## src/rtl/predemux_buf.sv

```systemverilog
// predemux_buf: one-hot-steered demultiplexer with a one-entry output slot per lane.
// A single W-bit input stream carries a pre-decoded N-bit destination mask. Each
// accepted word is written into every selected lane at the same edge, with no
// partial multicast. Each lane then drains through its own valid/ready handshake.
//
// Ports:
//   clk, rst    clock and synchronous active-high reset
//   in_valid    input word present
//   in_ready    input word accepted this cycle (combinational from in_sel/out_ready)
//   in_sel      N-bit destination mask; one-hot, multi-hot or zero
//   in_data     W-bit input word
//   out_valid   per-lane slot holds a word
//   out_ready   per-lane consumer accepts the word
//   out_data    lane i at bits [i*W +: W]
//   drop_count  saturating count of accepted words with an all-zero mask
module predemux_buf #(
    parameter int unsigned W = 32,
    parameter int unsigned N = 16
) (
    input  logic           clk,
    input  logic           rst,
    input  logic           in_valid,
    output logic           in_ready,
    input  logic [N-1:0]   in_sel,
    input  logic [W-1:0]   in_data,
    output logic [N-1:0]   out_valid,
    input  logic [N-1:0]   out_ready,
    output logic [N*W-1:0] out_data,
    output logic [7:0]     drop_count
);

    localparam logic [7:0] CNT_MAX = 8'hFF;

    logic [N-1:0] free;
    logic         accept;
    logic         drop;

    // A slot is free when it is empty or is draining this cycle. The input is
    // accepted only if every targeted lane can take it. That makes the accept
    // all-or-nothing, and in_valid takes no part in it.
    always_comb begin
        free     = ~out_valid | out_ready;
        in_ready = &(~in_sel | free);
        accept   = in_valid && in_ready;
        drop     = accept && (in_sel == '0);
    end

    // Lane slots: a load has priority over a drain, so a lane can drain and reload
    // at the same edge. Lane data changes only on a load.
    always_ff @(posedge clk) begin
        if (rst) begin
            out_valid  <= '0;
            out_data   <= '0;
            drop_count <= '0;
        end else begin
            for (int unsigned i = 0; i < N; i++) begin
                if (accept && in_sel[i]) begin
                    out_valid[i]         <= 1'b1;
                    out_data[i*W +: W]   <= in_data;
                end else if (out_valid[i] && out_ready[i]) begin
                    out_valid[i]         <= 1'b0;
                end
            end
            if (drop && (drop_count != CNT_MAX)) begin
                drop_count <= drop_count + 8'd1;
            end
        end
    end

endmodule

```

## config.mk

```make
export PLATFORM = sky130hd
export DESIGN_NAME = predemux_buf
export DESIGN_NICKNAME = d
export VERILOG_FILES = /design/src/rtl/predemux_buf.sv
export SDC_FILE = /design/constraint.sdc
export NUM_CORES = 1
export LEC_CHECK = 0
export ABC_AREA = 0
export CORE_AREA = 2 2 237 239
export CTS_CLUSTER_DIAMETER = 50
export DETAILED_ROUTE_END_ITERATION = 8
export DIE_AREA = 0 0 239 241
export PLACE_DENSITY_LB_ADDON = 0.25
export SYNTH_ARGS = -nofsm -noshare
export SYNTH_HDL_FRONTEND = slang
export SYNTH_SLANG_ARGS = --single-unit
```

## constraint.sdc

```tcl
create_clock -name clk -period 3.6 [get_ports clk]
set_input_delay 0.9 -clock clk [delete_from_list [all_inputs] [get_ports clk]]
set_output_delay 0.9 -clock clk [all_outputs]
set_load 0.05 [all_outputs]
```

==> flow_summary.json, run 1 <==
{
  "dr.pass1.iters": 5,
  "cp_cell_sequence": "clkdlybuf4s50_1 -> nand3b_1 -> o2111ai_1 -> nor4_4 -> buf_12",
  "drtIter0Drc": 801,
  "synthesis.instances": 1901,
  "cp_top_family": "buffers and inverters",
  "min_path_cells": 2,
  "diodes": 0,
  "drt_drc_violations_left": 0,
  "timing.rr.end": "out_data[400]$_SDFFE_PP0P_",
  "place_area_mm2": 0.0276,
  "grt_pass1_vias": 15900,
  "ff2ff_path_depth": 7,
  "synth-seq-cells": 536,
  "fin_nets": 2506,
  "die_y_um": 241,
  "worstPathRequired_ps": 2700,
  "seq_area_frac_synth_pct": 50.9,
  "cts_resized": 0,
  "clockBufferDepth": 3,
  "setup_viol_count_final": 0,
  "grt_overflow": 0,
  "maxSlewHeadroom_pct": 31.2,
  "die_x_um": 239,
  "antenna_found_initial": 2,
  "worst_slew_pin_slew_ps": 1030,
  "synthToLayoutAreaGrowth_pct": 40.5,
  "drv_cap": 0,
  "grt_setup_unrepaired": "no",
  "synth_area_mm2": 0.0211,
  "hold_start": "out_data[53]$_SDFFE_PP0P_",
  "finClkSkew_ps": 18.8,
  "cts_setup_buffers": 0,
  "holdWs_ps": 470,
  "postCtsHoldBufs": 0,
  "final.fill_count": 4753,
  "synth_async_sr_flop_share_pct": 0,
  "fin_crit_sh_pct": 92.4,
  "dr_total_vias": 15600,
  "worst_setup_path_end_kind": "output pin",
  "initial_utilization_pct": 38.4,
  "critPathBufInv": 2,
  "finalWirelength_mm": 70.9,
  "slew_violations": 0,
  "ctsRootBufferMaster": "clkbuf_16",
  "htree_levels": 2,
  "fmax_mhz": 300,
  "ios": 604,
  "period_minus_slack_ps": 3330,
  "syn-num-nets": 1969,
  "arrival_ps": 2430,
  "yosysWarnings": 0,
  "leakage_nw": 12.9,
  "yosysUniqueCellTypes": 30,
  "avgSynthCellArea_um2": 11.1,
  "yosys-top-cells-area": "dfxtp_1 (51%), mux2i_1 (24%), nand2b_1 (17%)",
  "crit_cells": 5,
  "clk-insertion-delay-late_ps": 610,
  "drtAntennaViolNets": 0,
  "synth_common_cells": "nand2b_1 (560), dfxtp_1 (536), mux2i_1 (513)",
  "grt_pass1_wl_mm": 103,
  "synth_top_area_share_pct": 50.9,
  "slowest_stage": "clkdlybuf4s50_1",
  "grtUsageTotal_pct": 23.7,
  "wl_per_cell_um": 22.2,
  "p_per_area_mw_per_mm2": 563,
  "cts_buffers": 61,
  "grt_max_degree": 224,
  "setup_tns_ps": 0,
  "reg2reg_from": "out_valid[9]$_SDFFE_PP0P_",
  "drive_gt1_share_pct": 6.92,
  "gp_congestion": 0.866,
  "viasPerCell": 4.89,
  "clock_sinks": 536,
  "critical-path-max-stage-delay_ps": 520,
  "crit_path_max_fanout": 4,
  "synth_edf_count": 0,
  "hold_class": "reg2reg",
  "ys.flop_type": "dfxtp_1",
  "synth_most_common_cell": "nand2b_1",
  "r2r_slack_ps": 1350,
  "min_to": "out_data[53]$_SDFFE_PP0P_",
  "status": "finished clean",
  "final-hold-violation-count": 0,
  "start_kind": "primary input",
  "tritoncts": "yes",
  "yosysTopAreaCell": "dfxtp_1",
  "dp_hpwl_mm": 48.4,
  "rows": 86,
  "fin_area_mm2": 0.0296,
  "port_buffers": 603,
  "core_area_mm2": 0.0549,
  "die_area_mm2": 0.0576,
  "critical_path_class": "in2out",
  "irDropWorstVdd_v": 0.000453,
  "path_clk_slew_ps": 60
}
## through the flow
stage	cells	setup WS [ps]	power, mW	util [%]
floorplan	1901	615	9.12	-
global placement	3079	251	10.4	50.2
detailed placement	3079	177	10.4	50.2
CTS	3188	270	16.8	54.0
global route	3188	217	17.3	54.0
finish	3188	272	16.7	54.0
## flip-flops by register name (all words and copies together) (netlist names)
signal / flops
out_valid: 16
out_data: 512
drop_count: 8
## cell type report
cell class,count,area (µm²),share of cell area [%]
Multi-Input combinational cell,1176,9410,31.7
Sequential cell,536,10700,36.2
Timing Repair Buffer,658,6530,22.0
Clock inverter,24,343,1.16
Inverter,5,18.8,0.0633
Clock buffer,85,1740,5.86
Tap cell,704,881,2.97
## tightest hold or removal path: cells and delay by family (launching register included)
family / cells / cell delay (ps)
flops: 1 / 310
mux: 1 / 60
simple gates: 1 / 60
## cells by family after synthesis
logic type                 synth area share [%]
and+or+nand+nor                            19.3
DFF                                        50.9
muxes                                      24.3
buffers and inverters                      4.58
AOI/OAI and AO/OA                         0.724
xor gates and xnor gates                  0.166
adders and majority gates                0.0593
## metal layers
metal	vias to the layer above	global-route usage, %	part of all wire, %
met5	-	0	0
met4	0	7.56	3.1
met3	114	7.86	7.9
met1	7608	29.2	42
met2	531	39.2	47
li1	7332	-	-
## layout by cell type, fill, tap and decap left out, types with 3 or more instances in the layout
master and n:
dfxtp_1 536, xnor2_1 4, nor4b_1 3, inv_1 5, nor2_1 7, clkinv_2 9, nor3_1 3, clkbuf_16 61
buf_4 50, clkinvlp_4 5, and3_1 18, clkdlybuf4s50_1 601, nand3_4 5, nand2b_1 560, clkbuf_1 12, nor4_1 4
nand3b_1 12, mux2i_1 513, nand3_2 10, a21oi_1 17, nand3_1 4, bufinv_16 8, buf_12 6, clkbuf_8 12
o2111ai_1 4
## worst max path at each step
stage / start / endpoint / slack [ps]
after floorplan: out_ready[5] / in_ready / 610
after global placement: in_sel[3] / drop_count[4]$_SDFFE_PP0P_ / 250
after detailed placement: in_sel[3] / drop_count[4]$_SDFFE_PP0P_ / 180
after CTS: in_sel[7] / in_ready / 270
after global routing: in_sel[3] / in_ready / 220
final: in_sel[7] / in_ready / 270
## power breakdown
group / leakage, nW / switching, mW / total (mW) / internal (mW)
Clock: 1.01 / 2.48 / 6.40 / 3.92
Sequential: 4.37 / 0.219 / 6.56 / 6.34
Combinational: 7.57 / 2.45 / 3.74 / 1.28
No activity file was read; power rests on OpenSTA's default activity.
==> inputs of run 2 (changes only) <==
==> constraint.sdc (replaced) <==
create_clock -name clk -period 3.6 [get_ports clk]
set_input_delay 0.9 -clock clk [delete_from_list [all_inputs] [get_ports clk]]
set_output_delay 0.9 -clock clk [all_outputs]
set_load 0.1 [all_outputs]
==> run 2 against run 1 <==
Worst setup slack gained 49 ps. Flip-flop and latch count did not move. Via count up 0.30%. Maximum frequency increased by 1.5%. Non-clock buffer count up 8. Register-to-register slack about the same. Die area is the same. Final cell count increased by 0.31%. Critical path type unchanged. Largest cell class unchanged.
==> flow_summary.json, run 2 (synthesis results as in run 1) <==
{
  "place_area_mm2": 0.0266,
  "dpl_worst_slack_ps": 246,
  "critical_path_class": "in2out",
  "grt_overflow": 0,
  "irDropWorstVdd_v": 0.000393,
  "tritoncts": "yes",
  "top_register": "out_data",
  "critical-path-max-stage-delay_ps": 520,
  "drive_gt1_share_pct": 23.3,
  "cts_buffers": 60,
  "fin_area_mm2": 0.0287,
  "path_clk_slew_ps": 60,
  "start_kind": "primary input",
  "dp_hpwl_mm": 48.6,
  "worst_setup_path_end_kind": "output pin",
  "drtIter0Drc": 663,
  "cp_top_family": "buffers and inverters",
  "htree_levels": 2,
  "rows": 86,
  "ios": 604,
  "cts_resized": 0,
  "status": "finished clean",
  "cp_cell_sequence": "clkdlybuf4s50_1 -> nand3b_1 -> o2111ai_1 -> nor4_4 -> buf_12",
  "layout_commonest_cell": "nand2b_1",
  "fin_crit_sh_pct": 91.1,
  "port_buffers": 603,
  "holdWs_ps": 470,
  "dr_total_vias": 15600,
  "clockBufferDepth": 3,
  "postCtsHoldBufs": 0,
  "finalWirelength_mm": 71.0,
  "ctsRootBufferMaster": "clkbuf_16",
  "die_y_um": 241,
  "largest_register_ff_count": 512,
  "grt_setup_unrepaired": "no",
  "drv_cap": 0,
  "dr.pass1.iters": 7,
  "arrival_ps": 2380,
  "setup_tns_ps": 0,
  "largest_registers": "out_data: 512 flops, out_valid: 16 flops, drop_count: 8 flops",
  "viasPerCell": 4.89,
  "clock_sinks": 536,
  "worstPathRequired_ps": 2700,
  "synthToLayoutAreaGrowth_pct": 36.0,
  "die_area_mm2": 0.0576,
  "hold_class": "reg2reg",
  "die_x_um": 239,
  "wl_per_cell_um": 22.2,
  "critPathBufInv": 2,
  "clk-insertion-delay-late_ps": 610,
  "grtUsageTotal_pct": 23.7,
  "maxSlewHeadroom_pct": 31.9,
  "r2r_slack_ps": 1350,
  "initial_utilization_pct": 38.4,
  "setup_viol_count_final": 0,
  "antenna_found_initial": 1,
  "p_per_area_mw_per_mm2": 630,
  "slowest_stage": "clkdlybuf4s50_1",
  "drtAntennaViolNets": 0,
  "layout_setup_ws_ps": 321,
  "cts_setup_buffers": 0,
  "leakage_nw": 13.7,
  "drt_drc_violations_left": 0,
  "final-hold-violation-count": 0,
  "finClkSkew_ps": 25.4,
  "layout_common_cells": "nand2b_1 (560), dfxtp_1 (536), mux2i_1 (513)",
  "slew_violations": 0,
  "gp_congestion": 0.857,
  "grt_pass1_vias": 15700,
  "diodes": 0,
  "fmax_mhz": 305,
  "core_area_mm2": 0.0549,
  "crit_path_max_fanout": 4,
  "period_minus_slack_ps": 3280,
  "fin_nets": 2513,
  "worst_slew_pin_slew_ps": 1020,
  "grt_pass1_wl_mm": 103,
  "power.total_mw": 18.1,
  "grt_max_degree": 114
}
[run 2: path summary, 6_finish.rpt]
path | startpoint | end | cells past startpoint
worst min register to register | out_data[57]$_SDFFE_PP0P_ | out_data[57]$_SDFFE_PP0P_ | 2
worst max register to register | out_valid[5]$_SDFFE_PP0P_ | out_data[108]$_SDFFE_PP0P_ | 7
worst max-delay path | in_sel[13] | in_ready | 5
worst min-delay path | out_data[57]$_SDFFE_PP0P_ | out_data[57]$_SDFFE_PP0P_ | 2
[run 2: where the power goes]
group	switching, mW	total, mW	internal, mW
Sequential	0.228	6.56	6.34
Clock	2.52	6.37	3.85
Combinational	3.95	5.13	1.18
[run 2: layout make-up]
| class | count | area, µm² |
|---|---|---|
| multi-input combinational | 1176 | 9410 |
| timing repair buffer | 666 | 5570 |
| inverter | 5 | 18.8 |
| clock buffer | 88 | 1780 |
| sequential | 536 | 10700 |
| tap | 704 | 881 |
| clock inverter | 23 | 308 |
| fill | 4911 | 26200 |
[run 2: worst min-delay path, delay by kind of cell, from the launching register on]
kind | cells | cell delay [ps]
flip-flops | 1 | 310
AND/OR/NAND/NOR | 1 | 60
multiplexers | 1 | 50
[run 2: stage by stage]
| stage | util, % | cells |
|---|---|---|
| final | 52.3 | 3198 |
| after global routing | 52.3 | 3198 |
| after CTS | 52.3 | 3198 |
| after detailed placement | 48.5 | 3087 |
| after global placement | 48.5 | 3087 |
| after floorplan | - | 1901 |
[run 2: layer usage]
layer,wire length (µm),up-vias,GRT usage (%)
met2,32300,519,37.8
met3,5610,125,7.54
met5,0,-,0
met1,30600,7639,30.0
met4,2470,0,8.43
li1,-,7348,-
